### src/rtl/lpr_pkg.sv
// Shared types and constants for the plate-recognition run controller.
package lpr_pkg;

    typedef enum logic [2:0] {
        S_IDLE,
        S_START,
        S_RUN,
        S_DISPLAY,
        S_ERROR
    } lpr_state_t;

    localparam int CH_W = 6;
    localparam logic [CH_W-1:0] BLANK_CODE = 6'd0;
    localparam logic [CH_W-1:0] ERR_CODE   = 6'd63;

    // Wide enough for 0..MAX_CHARS with MAX_CHARS up to 7.
    typedef logic [2:0] char_count_t;

endpackage

### src/rtl/lpr_dwell_tick.sv
// Cycle tick generator: pulses tick for one cycle every CYCLES clocks after a
// synchronous clear; the count wraps to 0 on its terminal value.
module lpr_dwell_tick #(
    parameter int CYCLES = 4
) (
    input  logic clk,
    input  logic rst,
    input  logic clear,
    output logic tick
);

    localparam int W = (CYCLES > 1) ? $clog2(CYCLES) : 1;
    localparam logic [W-1:0] LAST = W'(CYCLES - 1);

    logic [W-1:0] cnt;

    assign tick = (cnt == LAST) && !clear;

    always_ff @(posedge clk or posedge rst) begin
        if (rst)
            cnt <= '0;
        else if (clear || cnt == LAST)
            cnt <= '0;
        else
            cnt <= cnt + 1'b1;
    end

endmodule

### src/rtl/lpr_run_controller.sv
// Sequences one plate-recognition run: start pulse, character capture, then
// cycling display on led. Optional RUN watchdog enabled by LPR_TIMEOUT_EN.
module lpr_run_controller
    import lpr_pkg::*;
#(
    parameter int MAX_CHARS      = 7,
    parameter int DWELL_CYCLES   = 66000000,
    parameter int TIMEOUT_CYCLES = 33000000
) (
    input  logic            clk,
    input  logic            rst,
    input  logic            go,
    output logic            lp_start,
    input  logic            lp_char_valid,
    input  logic [CH_W-1:0] lp_char,
    input  logic            lp_done,
    output logic [CH_W-1:0] led,
    output logic            busy,
    output logic            result_valid,
    output logic [2:0]      char_count,
    output logic            overflow,
    output logic            timeout
);

    localparam char_count_t MAX_CNT = char_count_t'(MAX_CHARS);

    lpr_state_t      state;
    logic [CH_W-1:0] char_buf [MAX_CHARS];
    char_count_t     disp_idx;
    logic            dwell_tick;
    logic            start_req;

    // go is honoured only from the idle-like states; RUN ignores it.
    assign start_req = go && (state == S_IDLE || state == S_DISPLAY || state == S_ERROR);

    lpr_dwell_tick #(
        .CYCLES(DWELL_CYCLES)
    ) u_dwell (
        .clk  (clk),
        .rst  (rst),
        .clear(state != S_DISPLAY),
        .tick (dwell_tick)
    );

`ifdef LPR_TIMEOUT_EN
    logic wd_tick;
    logic timeout_flag;

    lpr_dwell_tick #(
        .CYCLES(TIMEOUT_CYCLES)
    ) u_watchdog (
        .clk  (clk),
        .rst  (rst),
        .clear(state != S_RUN),
        .tick (wd_tick)
    );

    assign timeout = timeout_flag;
`else
    assign timeout = 1'b0;
`endif

    always_ff @(posedge clk or posedge rst) begin
        if (rst) begin
            state        <= S_IDLE;
            lp_start     <= 1'b0;
            busy         <= 1'b0;
            result_valid <= 1'b0;
            overflow     <= 1'b0;
            char_count   <= '0;
            led          <= BLANK_CODE;
            disp_idx     <= '0;
            for (int i = 0; i < MAX_CHARS; i++)
                char_buf[i] <= BLANK_CODE;
`ifdef LPR_TIMEOUT_EN
            timeout_flag <= 1'b0;
`endif
        end else begin
            lp_start <= 1'b0;
            if (start_req) begin
                state        <= S_START;
                lp_start     <= 1'b1;
                busy         <= 1'b1;
                result_valid <= 1'b0;
                overflow     <= 1'b0;
                char_count   <= '0;
                for (int i = 0; i < MAX_CHARS; i++)
                    char_buf[i] <= BLANK_CODE;
`ifdef LPR_TIMEOUT_EN
                timeout_flag <= 1'b0;
`endif
            end else begin
                case (state)
                    S_START: state <= S_RUN;
                    S_RUN: begin
                        if (lp_char_valid) begin
                            if (char_count < MAX_CNT) begin
                                char_buf[char_count] <= lp_char;
                                char_count           <= char_count + 1'b1;
                            end else begin
                                overflow <= 1'b1;
                            end
                        end
                        // lp_done takes priority over a watchdog expiry in the same cycle.
                        if (lp_done) begin
                            state        <= S_DISPLAY;
                            busy         <= 1'b0;
                            result_valid <= 1'b1;
                            disp_idx     <= '0;
                        end
`ifdef LPR_TIMEOUT_EN
                        else if (wd_tick) begin
                            state        <= S_ERROR;
                            busy         <= 1'b0;
                            timeout_flag <= 1'b1;
                            led          <= ERR_CODE;
                        end
`endif
                    end
                    S_DISPLAY: begin
                        if (char_count == '0)
                            led <= BLANK_CODE;
                        else
                            led <= char_buf[disp_idx];
                        if (dwell_tick && char_count != '0)
                            disp_idx <= (disp_idx == char_count - 1'b1) ? '0 : disp_idx + 1'b1;
                    end
                    S_IDLE, S_ERROR: ;
                    default: state <= S_IDLE;
                endcase
            end
        end
    end

endmodule

### config.mk
export PLATFORM = sky130hd
export DESIGN_NAME = lpr_run_controller
export DESIGN_NICKNAME = d
export VERILOG_FILES = /design/src/rtl/lpr_pkg.sv /design/src/rtl/lpr_dwell_tick.sv /design/src/rtl/lpr_run_controller.sv
export SDC_FILE = /design/constraint.sdc
export NUM_CORES = 1
export LEC_CHECK = 0
export ABC_AREA = 1
export BUFFER_PORTS_ARGS = -buffer_cell sky130_fd_sc_hd__buf_2
export CORE_MARGIN = 1
export CORE_UTILIZATION = 25
export CTS_BUF_LIST = sky130_fd_sc_hd__clkbuf_4
export CTS_CLUSTER_SIZE = 16
export DETAILED_ROUTE_END_ITERATION = 16
export HOLD_SLACK_MARGIN = 0.15
export PLACE_DENSITY = 0.51
export SKIP_CTS_REPAIR_TIMING = 1
export SYNTH_ARGS = -nofsm -noshare
export SYNTH_HDL_FRONTEND = slang
export SYNTH_HIERARCHICAL = 1
export SYNTH_SLANG_ARGS = --single-unit
### constraint.sdc
create_clock -name clk -period 3.59 [get_ports clk]
set_input_delay 0.5385 -clock clk [delete_from_list [all_inputs] [get_ports clk]]
set_output_delay 0.5385 -clock clk [all_outputs]
set_load 0.01 [all_outputs]
==> impl_metrics.tcl, run 1 <==
set metrics [dict create \
    status "completed" \
    rsz0062_at_grt "no" \
    tightest_slew_ns 1.08 \
    cts_sinks 86 \
    clock_skew_ns 0.0312 \
    cts_buffer_depth 2 \
    finalMaxSlewViolations 0 \
    dr.pass1.iters 5 \
    synth_top_area_share_pct 47.4 \
    startpoint "state[0]" \
    required_ns 3.97 \
    swShare_pct 43.6 \
    power_density_nw_per_um2 625 \
    vias 3759 \
    ys.flop_type "dfrtp_1" \
    finalWeightedCongestion 0.830 \
    cp_slowest_cell "buf_4" \
    power_frac_comb_pct 39.3 \
    core_um2 17500 \
    placementRows 48 \
    hold_violations 0 \
    avgSynthCellArea_um2 8.00 \
    hpwl_mm 8.07 \
    final_layout_size_suffix_gt1_share_pct 11.5 \
    maxCapViolCount 0 \
    path_cells "inv_1 > ha_1 > nand2_1 > buf_4 > nand2_1 > o21ai_0" \
    worstPathMaxFanout 37 \
    p_seq_share_pct 42.7 \
    die_w_um 137 \
    vias_per_cell 4.60 \
    leakagePower_nw 2.23 \
    postPlaceCellArea_um2 4860 \
    max_stage_delay_ns 0.40 \
    crit_path_frequent_cell "nand2_1" \
    synth_area_um2 4540 \
    grt_pass1_wl_mm 18.8 \
    synth_async_sr_flop_share_pct 100 \
    crit_buf_inv 2 \
    peakVddDrop_mv 0.346 \
    first_iter_violations 301 \
    insertion_delay_ns 0.47 \
    cts_tree "built" \
    synth.area.top_cells "dfrtp_1 (47%), nand2_1 (11%), nand3_1 (7.5%)" \
    r2r-start "state[0]" \
    cts-root-buf "clkbuf_4" \
    wl_per_cell_um 13.7 \
    crit_arrival_ns 2.39 \
    syn_inst 567 \
    fin_crit_ns 2.01 \
    track_usage_pct 13.1 \
    crit_path_start_kind "flop" \
    fin_crit_sh_pct 56.0 \
    synth-edff-count 0 \
    fin_tns_setup_ns 0 \
    seq_area_frac_synth_pct 47.4 \
    yosys_warnings 6 \
    yosysMostFrequentCell "nand2_1" \
    ios 25 \
    critical-path-top-delay-family "simple AND/OR/NAND/NOR gates" \
    clkPwrFrac_pct 18.0 \
    max_freq_mhz 497 \
    die_h_um 137 \
    wl_mm 11.2 \
    ys_seq_elements 86 \
    ant_nets 0 \
    die_area_um2 18700 \
    utilization_pct 28.6 \
    stdcell_area_um2 5000 \
    ys_types 31 \
    antenna_found_initial 1 \
    relSlewSlack_pct 28.1 \
    p_int_w 0.00176 \
    hold_path.class "in -> async" \
    synth_largest_area_cell "dfrtp_1" \
    drc 0 \
    clk_pin_slew_worst_paths_ns 0.13 \
    cts_max_level 3 \
    setup_violations 0 \
    switchingPower_w 0.00136 \
    syn-num-nets 586 \
    numPortBuffers 23 \
    numCtsBuffers 9 \
    grt_pass1_vias 3634 \
    syn_to_final_growth_pct 10.2 \
    cp-end-kind "flop" \
    synth_common_cells "nand2_1 (131), dfrtp_1 (86), nand3_1 (68), nor2_1 (68), inv_1 (64)" \
    power_w 0.00312 \
    grt_max_degree 51 \
    gr-total-overflow 0 \
    crit_type "reg -> reg" \
    fin_nets 606 \
    initial_core_util_pct 26.0 \
]
[sequential cells by signal, indices dropped and copies added (netlist names)]
signal / cells
disp_idx: 3
busy: 1
result_valid: 1
overflow: 1
u_dwell/cnt: 26
led: 6
state: 2
lp_start: 1
char_count: 3
char_buf: 42
[through the flow]
step,std cells,setup slack (ns),hold slack (ns)
finish,817,1.58,0.322
global route,817,1.35,0.393
CTS,816,1.56,0.337
detailed placement,801,1.59,0.470
global placement,801,1.66,0.474
floorplan,567,1.57,0.473
[worst reg2reg max path: cells and delay by family (launching register included)]
| kind | cells | cell delay [ns] |
|---|---|---|
| fa+ha+maj | 1 | 0.33 |
| buf+inv | 2 | 0.45 |
| flops | 1 | 0.39 |
| compound gates | 1 | 0.26 |
| simple gates | 2 | 0.51 |
[power groups by stage]
stage | Combinational, W | Clock (W) | Sequential, W
3_5_place_dp | 0.00122 | 0 | 0.00136
6_report | 0.00123 | 0.000562 | 0.00133
5_1_grt | 0.00138 | 0.000613 | 0.00137
2_1_floorplan | 0.000912 | 0 | 0.00131
3_3_place_gp | 0.00122 | 0 | 0.00135
4_1_cts | 0.00123 | 0.000582 | 0.00134
[kinds of logic (layout without fill, tap and decap cells)]
group / Yosys count / in the layout / synth area share [%]
adders and majority gates: 8 / 8 / 2.21
other: 1 / 2 / 0.0827
buffers and inverters: 84 / 108 / 7.72
xor gates and xnor gates: 16 / 16 / 3.09
DFF: 86 / 86 / 47.4
and+or+nand+nor: 294 / 294 / 29.5
AOI/OAI and AO/OA: 78 / 78 / 9.96
[path summary, 6_finish.rpt]
| path | depth (start not counted) | to | slack [ns] |
|---|---|---|---|
| setup / recovery | 6 | char_buf[14] | 1.58 |
| hold reg to reg | 2 | led[3] | 0.50 |
| min in group clk | 4 | busy | 0.41 |
| max in group asynchronous | 3 | lp_start | 2.49 |
| setup reg to reg | 6 | char_buf[14] | 1.58 |
| hold / removal | 2 | u_dwell/cnt[22] | 0.32 |
[layout by cell type, fill, tap and decap left out, drive strengths merged]
master	n
diode	1
o21ai	35
inv	65
buf	27
and2	1
conb	1
clkinvlp	2
and3	1
o211ai	14
clkinv	2
clkbuf	11
dfrtp	86
xor2	9
nand2	142
o22ai	18
nor2	77
nand3	68
or2	1
bufinv	1
nand4	3
ha	8
nor3	1
a21oi	11
xnor2	7
[cell type report]
type	instances	area [µm²]
sequential	86	2150
clock buffer	11	82.6
clock inverter	4	48.8
inverter	66	250
antenna	1	2.50
multi-input combinational	397	2030
fill	1843	12500
timing repair buffer	27	145
tap	225	282
[per-layer routing]
layer	vias to the layer above	wire length, µm	GRT usage (%)	share of wire [%]
met1	1793	5710	19.1	51
met4	0	163	5.00	1.5
li1	1869	-	-	-
met2	84	4850	19.0	43
met3	13	471	2.33	4.2
met5	-	0	0	0
Note: power is estimated with default switching activity, not from simulation.
==> run 2, diff against run 1 <==
- ABC_AREA: 1 -> 0
- clock period: 3.59 -> 2 ns (I/O delays scaled with it)
==> impl_metrics.tcl, run 2 <==
set metrics [dict create \
    die_w_um 135 \
    worstPathMaxFanout 7 \
    gr-total-overflow 0 \
    required_ns 2.38 \
    track_usage_pct 12.2 \
    hpwl_mm 7.31 \
    status "completed" \
    yosys_warnings 6 \
    antenna_found_initial 0 \
    insertion_delay_ns 0.46 \
    synth_compound_area_share_pct 10.6 \
    final_layout_size_suffix_gt1_share_pct 15.9 \
    synth_top_family_by_area "simple AND/OR/NAND/NOR gates" \
    maxCapViolCount 0 \
    tightest_slew_ns 0.503 \
    top_register "char_buf" \
    hold_violations 0 \
    cts_max_level 3 \
    yosys.area_share.adder_pct 2.26 \
    final_cell_mix "dfrtp_1 (85), nor2_1 (54), mux2i_1 (37), a21oi_1 (36), nand2_1 (30)" \
    clock_skew_ns 0.0172 \
    synthMuxAreaShare_pct 11.8 \
    synth-xor-area-share_pct 3.28 \
    synth_async_sr_flop_share_pct 100 \
    cp-end-kind "flop" \
    hold_path.class "in -> reg" \
    fin_crit_sh_pct 89.6 \
    relSlewSlack_pct 66.4 \
    syn_inst 433 \
    top_regs "char_buf (42), u_dwell/cnt (26), led (6)" \
    ys_types 48 \
    die_area_um2 18300 \
    leakagePower_nw 2.28 \
    dr.pass1.iters 6 \
    syn_to_final_growth_pct 15.5 \
    vias_per_cell 4.71 \
    ant_nets 0 \
    rsz0062_at_grt "no" \
    groute.layer.met2.usage_pct 19.7 \
    drc 0 \
    wl_mm 10.2 \
    setup_violations 0 \
    syn-num-nets 452 \
    grt.busiest_layer "met2" \
    core_um2 17300 \
    critical-path-top-delay-family "flip-flops" \
    synth_area_um2 4430 \
    cts-root-buf "clkbuf_4" \
    synth-edff-count 0 \
    numCtsBuffers 9 \
    crit_arrival_ns 2.17 \
    seq_area_frac_synth_pct 48.6 \
    wl_per_cell_um 14.5 \
    cts_sinks 86 \
    max_freq_mhz 558 \
    largest_reg_flops 42 \
    die_h_um 135 \
    numPortBuffers 23 \
    cp_slowest_cell "dfrtp_1" \
    grt_pass1_vias 3350 \
    fin_tns_setup_ns 0 \
    grt_max_degree 47 \
    fin_nets 491 \
    synthSimpleGateAreaFrac_pct 18.9 \
    power_density_nw_per_um2 1050 \
    mostFrequentLayoutCell "dfrtp_1" \
    register_area_um2 2150 \
    first_iter_violations 159 \
    placementRows 48 \
    finalWeightedCongestion 0.808 \
    utilization_pct 29.6 \
    ios 25 \
    finalMaxSlewViolations 0 \
    synth_largest_area_cell "dfrtp_1" \
    vias 3304 \
    synth.area.top_cells "dfrtp_1 (49%), mux2i_1 (8.4%), nor2_1 (4.6%)" \
    crit_path_start_kind "flop" \
    cts_buffer_depth 2 \
    grt_use_met3_pct 2.74 \
    num-fill-cells 1839 \
    max_stage_delay_ns 0.51 \
    met1_usage_pct 16.0 \
    n_antenna_cell 0 \
    ys_seq_elements 86 \
    grt_pass1_wl_mm 17.4 \
    cts_tree "built" \
    avgSynthCellArea_um2 10.2 \
    fin_crit_ns 1.79 \
    initial_core_util_pct 25.6 \
    multi_input_area_um2 2100 \
    clk_pin_slew_worst_paths_ns 0.14 \
    path_cells "inv_1 > ha_1 > xor2_1 > a31oi_1 > nand3_1 > mux2i_1" \
    crit_type "reg -> reg" \
    peakVddDrop_mv 0.428 \
    yosysMostFrequentCell "dfrtp_1" \
    synth_common_cells "dfrtp_1 (86), nor2_1 (54), mux2i_1 (37)" \
    synth_top_area_share_pct 48.6 \
    ys.flop_type "dfrtp_1" \
    crit_buf_inv 1 \
]
## run 2: cell types whose count changed after synthesis, sizes merged, moves of 8 or more
cell | previous run | this run
o211ai | 14 | 1
nand3 | 68 | 5
a21oi | 11 | 36
nand4 | 3 | 17
or3 | 0 | 8
clkbuf | 5 | 13
nor2 | 77 | 54
and4 | 0 | 8
o22ai | 18 | 0
inv | 65 | 13
mux2i | 0 | 37
nand2 | 142 | 31
## run 2: through the flow
| step | setup WS, ns | cell area [µm²] | power [W] | hold slack, ns | cells |
|---|---|---|---|---|---|
| 2_1_floorplan | 0.132 | 4430 | 0.00367 | 0.340 | 433 |
| 3_3_place_gp | 0.148 | 4860 | 0.00424 | 0.391 | 677 |
| 3_5_place_dp | 0.0637 | 4860 | 0.00428 | 0.399 | 677 |
| 4_1_cts | 0.0458 | 5010 | 0.00539 | -0.148 | 693 |
| 5_1_grt | 0.0127 | 5110 | 0.00576 | 0.182 | 702 |
| 6_report | 0.208 | 5110 | 0.00536 | 0.212 | 702 |
## run 2: kinds of logic (layout without fill, tap and decap cells)
group | count (synthesis) | count (layout)
flops | 86 | 86
fa+ha+maj | 8 | 8
simple gates | 159 | 159
mux | 43 | 43
other cells | 1 | 1
compound gates | 82 | 82
buf+inv | 39 | 83
xor+xnor | 15 | 15
## run 2: path summary, 6_finish.rpt
path | startpoint | end | slack, ns | cells after the start
setup / recovery | char_count[0] | disp_idx[0] | 0.21 | 6
hold / removal | go | state[0] | 0.21 | 3
setup reg to reg | char_count[0] | disp_idx[0] | 0.21 | 6
hold reg to reg | busy | busy | 0.49 | 2
max in group asynchronous | rst | char_count[1] | 0.96 | 4
min in group asynchronous | rst | led[1] | 0.42 | 3
## run 2: worst min-delay path, cell delays in order
cell     delay [ns]
buf_2          0.10
nand2_1        0.14
a31oi_1        0.11
## run 2: layout make-up
class	instances	area share, %
Timing Repair Buffer	54	7.44
Clock buffer	9	1.32
Multi-Input combinational cell	308	41.0
Clock inverter	7	1.64
Inverter	13	0.954
Sequential cell	86	42.1
Tap cell	225	5.51
## run 2: power breakdown
part	switching (W)	internal, W
registers	0.000228	0.00203
clock network	0.000675	0.000407
logic	0.00119	0.000836
## run 2: per-layer routing
| metal | share of wire, % | vias up |
|---|---|---|
| met3 | 2.7 | 9 |
| met5 | 0 | - |
| li1 | - | 1611 |
| met1 | 48 | 1630 |
| met4 | 1.4 | 0 |
| met2 | 48 | 54 |
